File: config.mk
export PLATFORM = sky130hd
export DESIGN_NAME = mio_arbiter
export DESIGN_NICKNAME = d
export VERILOG_FILES = /design/src/rtl/mio_arbiter_pkg.sv /design/src/rtl/mio_wait_timer.sv /design/src/rtl/mio_arbiter.sv
export SDC_FILE = /design/constraint.sdc
export NUM_CORES = 1
export LEC_CHECK = 0
export CORE_ASPECT_RATIO = 1.2
export CORE_MARGIN = 1
export CORE_UTILIZATION = 43
export DETAILED_ROUTE_END_ITERATION = 16
export PLACE_DENSITY = 0.87
export SYNTH_ARGS = -nofsm -noshare
export SYNTH_HDL_FRONTEND = slang
export SYNTH_SLANG_ARGS = --single-unit
File: constraint.sdc
create_clock -name clk -period 3.9 [get_ports clk]
set_input_delay 0.975 -clock clk [delete_from_list [all_inputs] [get_ports clk]]
set_output_delay 0.975 -clock clk [all_outputs]
set_load 0.01 [all_outputs]
File: src/rtl/mio_arbiter_pkg.sv
// Shared types for the memory I/O arbiter.
//   state_t : controller states (encoding is visible on state_out)
//   owner_t : which requester owns the current transfer
//   xfer_t  : request payload captured at grant
package mio_arbiter_pkg;

  localparam int unsigned ADDR_W = 32;
  localparam int unsigned DATA_W = 32;
  localparam int unsigned WAIT_W = 5;

  typedef enum logic [1:0] {
    ST_IDLE  = 2'd0,
    ST_CPU_X = 2'd1,
    ST_DMA_X = 2'd2,
    ST_DONE  = 2'd3
  } state_t;

  typedef enum logic {
    OWN_CPU = 1'b0,
    OWN_DMA = 1'b1
  } owner_t;

  typedef struct packed {
    logic              we;
    logic [ADDR_W-1:0] addr;
    logic [DATA_W-1:0] wdata;
  } xfer_t;

endpackage

File: src/rtl/mio_wait_timer.sv
// Wait-cycle counter for a memory transfer.
//   clk, rst : clock, synchronous active-low reset
//   clr      : restart the count (takes priority over en)
//   en       : count one more cycle without mem_ack
//   expired  : count has reached TIMEOUT-1
module mio_wait_timer
  import mio_arbiter_pkg::*;
#(
  parameter int unsigned TIMEOUT = 16
) (
  input  logic clk,
  input  logic rst,
  input  logic clr,
  input  logic en,
  output logic expired
);

  logic [WAIT_W-1:0] count;

  always_ff @(posedge clk) begin
    if (!rst) begin
      count <= '0;
    end else if (clr) begin
      count <= '0;
    end else if (en) begin
      count <= count + WAIT_W'(1);
    end
  end

  assign expired = (count == WAIT_W'(TIMEOUT - 1));

endmodule

File: src/rtl/mio_arbiter.sv
// Two-master (CPU, DMA) arbiter in front of a single memory port.
//   clk, rst            : clock, synchronous active-low reset
//   cpu_*               : CPU request; MIO_ready=0 stalls the CPU
//   dma_*               : DMA request; dma_ack pulses once per transfer
//   mem_*               : memory port; mem_ack completes the transfer
//   bus_err             : sticky timeout flag, cleared only by reset
//   state_out           : current controller state
module mio_arbiter
  import mio_arbiter_pkg::*;
#(
  parameter int unsigned TIMEOUT = 16
) (
  input  logic              clk,
  input  logic              rst,
  input  logic              cpu_req,
  input  logic              cpu_we,
  input  logic [ADDR_W-1:0] cpu_addr,
  input  logic [DATA_W-1:0] cpu_wdata,
  output logic [DATA_W-1:0] cpu_rdata,
  output logic              MIO_ready,
  input  logic              dma_req,
  input  logic              dma_we,
  input  logic [ADDR_W-1:0] dma_addr,
  input  logic [DATA_W-1:0] dma_wdata,
  output logic [DATA_W-1:0] dma_rdata,
  output logic              dma_ack,
  output logic              mem_req,
  output logic              mem_we,
  output logic [ADDR_W-1:0] mem_addr,
  output logic [DATA_W-1:0] mem_wdata,
  input  logic [DATA_W-1:0] mem_rdata,
  input  logic              mem_ack,
  output logic              bus_err,
  output logic [1:0]        state_out
);

  state_t state;
  owner_t owner;   // also serves as last_grant between transfers
  xfer_t  cap;

  logic in_x;
  logic grant_any;
  logic grant_cpu;
  logic expired;
  logic finish;

  assign in_x      = (state == ST_CPU_X) || (state == ST_DMA_X);
  assign grant_any = (state == ST_IDLE) && (cpu_req || dma_req);
  // On a tie, the requester that was not granted last wins.
  assign grant_cpu = cpu_req && (!dma_req || (owner == OWN_DMA));
  assign finish    = in_x && (mem_ack || expired);

  // Wait counter restarts on every grant and counts un-acked transfer cycles.
  mio_wait_timer #(
    .TIMEOUT (TIMEOUT)
  ) u_wait_timer (
    .clk     (clk),
    .rst     (rst),
    .clr     (grant_any),
    .en      (in_x && !mem_ack),
    .expired (expired)
  );

  // Memory port is decoded straight from the state and capture registers.
  assign mem_req   = in_x;
  assign mem_we    = in_x && cap.we;
  assign mem_addr  = cap.addr;
  assign mem_wdata = cap.wdata;
  assign state_out = 2'(state);

  // An idle CPU is never stalled; a requesting CPU is released in its DONE cycle.
  assign MIO_ready = !cpu_req || ((state == ST_DONE) && (owner == OWN_CPU));

  // Controller state, capture, read-data and status registers.
  always_ff @(posedge clk) begin
    if (!rst) begin
      state     <= ST_IDLE;
      owner     <= OWN_DMA;
      cap       <= '0;
      dma_ack   <= 1'b0;
      bus_err   <= 1'b0;
      cpu_rdata <= '0;
      dma_rdata <= '0;
    end else begin
      dma_ack <= 1'b0;
      case (state)
        ST_IDLE: begin
          if (grant_any) begin
            if (grant_cpu) begin
              owner <= OWN_CPU;
              cap   <= '{we: cpu_we, addr: cpu_addr, wdata: cpu_wdata};
              state <= ST_CPU_X;
            end else begin
              owner <= OWN_DMA;
              cap   <= '{we: dma_we, addr: dma_addr, wdata: dma_wdata};
              state <= ST_DMA_X;
            end
          end
        end
        ST_CPU_X, ST_DMA_X: begin
          if (finish) begin
            state   <= ST_DONE;
            dma_ack <= (owner == OWN_DMA);
            // Timeout returns zero data and latches the sticky error.
            if (!mem_ack) begin
              bus_err <= 1'b1;
            end
            if (owner == OWN_CPU) begin
              cpu_rdata <= mem_ack ? mem_rdata : '0;
            end else begin
              dma_rdata <= mem_ack ? mem_rdata : '0;
            end
          end
        end
        ST_DONE: begin
          state <= ST_IDLE;
        end
        default: begin
          state <= ST_IDLE;
        end
      endcase
    end
  end

endmodule

==> reports/metrics.yaml <==
status: "completed"
fin_ws_ns: 0.619
fin_crit_sh_pct: 84.1
antenna_found_initial: 1
placedCellCount: 956
crit_type: "in2out"
layout_common_cells: "clkdlybuf4s50_1 (300), dfxtp_1 (139), and3_1 (66), nand3_1 (65), a221o_1 (65)"
yosysWarnings: 0
seq_area_frac_synth_pct: 47.8
fin_skew_ns: 0.00964
rsz0062_at_grt: "no"
synth-simple-area-share_pct: 16.6
cts_buffers: 17
synth_cells: 597
grt_pass1_vias: 5140
remaining_drc_errors: 0
avgSynthCellArea_um2: 9.76
die_h_um: 130
setup-violations-final: 0
ctsHoldBuffers: 0
synth-seq-cells: 139
met1_length_um: 6740
dp_hpwl_um: 12400
cts_tree: "built"
synth_xor_area_share_pct: 0.301
area_delta_synth_final_pct: 54.2
maxSlewHeadroom_pct: 55.0
critPathLaunchType: "primary input"
cap_viol_max_count: 0
gp_congestion: 0.811
synth_compound_area_share_pct: 15.8
n_antenna_cell: 0
place_area_um2: 8420
route.met3.wl_um: 1510
boundaryPins: 302
first_pass_iters: 6
grt_pass1_wl_um: 26200
grt_usage_pct: 24.2
synth_cell_types: 33
io_buffers: 301
hp-class: "reg2reg"
path_clk_slew_ns: 0.06
synth_nets: 768
htreeDepth: 4
fin_nets: 978
start_util_pct: 44.0
wl_um: 17300
cts_sinks: 139
syn_area_um2: 5830
ir_drop_mv: 0.290
clock.fmax_mhz: 305
worstMarginPinSlew_ns: 0.675
p_leak_nw: 3.49
dr_wl_met2_um: 8570
post_synth_fa_ha_maj_area_fraction_pct: 0.859
vias_per_cell: 5.33
postCtsResizedCells: 0
tns_ns: 0
synth_top_family_by_area: "simple AND/OR/NAND/NOR gates"
finalHoldViolations: 0
ant_nets: 0
grt_max_degree: 166
fin_area_um2: 8980
grt_overflow_total: 0
die_x_um: 108
required_ns: 2.92
core.rowCount: 46
final_max_slew_viol_count: 0
drtIter0Drc: 418
root_buffer: "clkbuf_16"
arrival_ns: 2.31
drive_above_1_share_pct: 5.61
n_fill_cell: 1018
cts_buffer_depth: 2
core_um2: 13200
insertion_delay_ns: 0.41
fin_cells: 988
post-place-ws_ns: 0.633
fin_crit_ns: 3.28
worstSetupEndpointType: "output port"
crit_fanout: 6
final_common_cell: "clkdlybuf4s50_1"
die_area_um2: 14000
synth_mux_area_share_pct: 5.67
post_cts_buffers: 0
p_per_area_nw_per_um2: 552
top_layer: "met5"
via_count: 5263
drt-wirelength-per-cell_um: 17.6
state kept, by name, summed over array words and instances (netlist names):
signal / flops
u_wait_timer.count: 5
owner: 1
cap: 1
dma_rdata: 32
mem_addr: 32
bus_err: 1
dma_ack: 1
mem_wdata: 32
cpu_rdata: 32
state_out: 2
final cells by class:
| cell class | instances | area [um2] | share of cell area (%) |
|---|---|---|---|
| timing repair buffer | 308 | 3100 | 34.5 |
| sequential | 139 | 2780 | 31.0 |
| multi-input combinational | 336 | 2310 | 25.7 |
| clock buffer | 17 | 425 | 4.73 |
| tap | 168 | 210 | 2.34 |
| clock inverter | 15 | 136 | 1.52 |
| inverter | 5 | 18.8 | 0.209 |
cells in the mapped netlist (all sizes together):
master / instances / area, um2
a211oi: 2 / 15.0
a21bo: 1 / 10.0
a21oi: 3 / 15.0
a221o: 65 / 651
a22oi: 1 / 7.51
and2: 1 / 6.26
and3: 66 / 413
buf: 101 / 684
clkbuf: 16 / 60.1
dfxtp: 139 / 2780
ha: 4 / 50.1
inv: 5 / 18.8
mux2i: 33 / 330
nand2: 38 / 143
nand2b: 1 / 6.26
nand3: 65 / 325
nand3b: 1 / 7.51
nor2: 8 / 32.5
nor2b: 2 / 12.5
nor3b: 1 / 12.5
o211ai: 1 / 7.51
o21ai: 37 / 185
o21ba: 1 / 10.0
o221ai: 1 / 8.76
o2bb2ai: 1 / 8.76
or3: 1 / 6.26
xnor2: 1 / 8.76
xor2: 1 / 8.76
critical path, stage by stage:
cell,delay [ns]
clkdlybuf4s50_1,0.63
o21ai_0,0.18
clkdlybuf4s50_1,0.52
worst paths after layout:
| kind | from | endpoint | slack, ns | cells after the start |
|---|---|---|---|---|
| max | cpu_req | MIO_ready | 0.62 | 3 |
| min | cpu_rdata[6]$_SDFFE_PN0P_ | cpu_rdata[6]$_SDFFE_PN0P_ | 0.46 | 2 |
| max reg2reg | state_out[0]$_SDFFE_PN0P_ | mem_addr[16]$_SDFFE_PN0P_ | 1.87 | 6 |
| min reg2reg | cpu_rdata[6]$_SDFFE_PN0P_ | cpu_rdata[6]$_SDFFE_PN0P_ | 0.46 | 2 |
power breakdown:
part	switching (mW)	internal, mW	leakage (nW)
Clock	0.668	0.838	0.273
Sequential	0.137	1.68	1.13
Combinational	0.773	0.860	2.09
Total	1.58	3.38	3.49
per-layer routing:
layer / track usage, % / up-vias
met2: 41.1 / 256
met5: 0 / -
met1: 27.9 / 2423
met3: 8.05 / 37
met4: 10.0 / 2
li1: - / 2545
kinds of logic after synthesis:
| kind of cell | after synthesis |
|---|---|
| buffers and inverters | 122 |
| muxes | 33 |
| AOI/OAI and AO/OA | 113 |
| xor gates and xnor gates | 2 |
| adders and majority gates | 4 |
| DFF | 139 |
| and+or+nand+nor | 184 |
through the flow:
stage	total power [mW]	util (%)	hold slack (ns)
6_report	4.96	67.9	0.459
5_1_grt	5.21	67.9	0.478
3_5_place_dp	3.48	63.6	0.452
3_3_place_gp	3.45	63.6	0.441
4_1_cts	4.99	67.9	0.460
2_1_floorplan	2.83	-	0.454
Note: power is estimated with default switching activity, not from simulation.
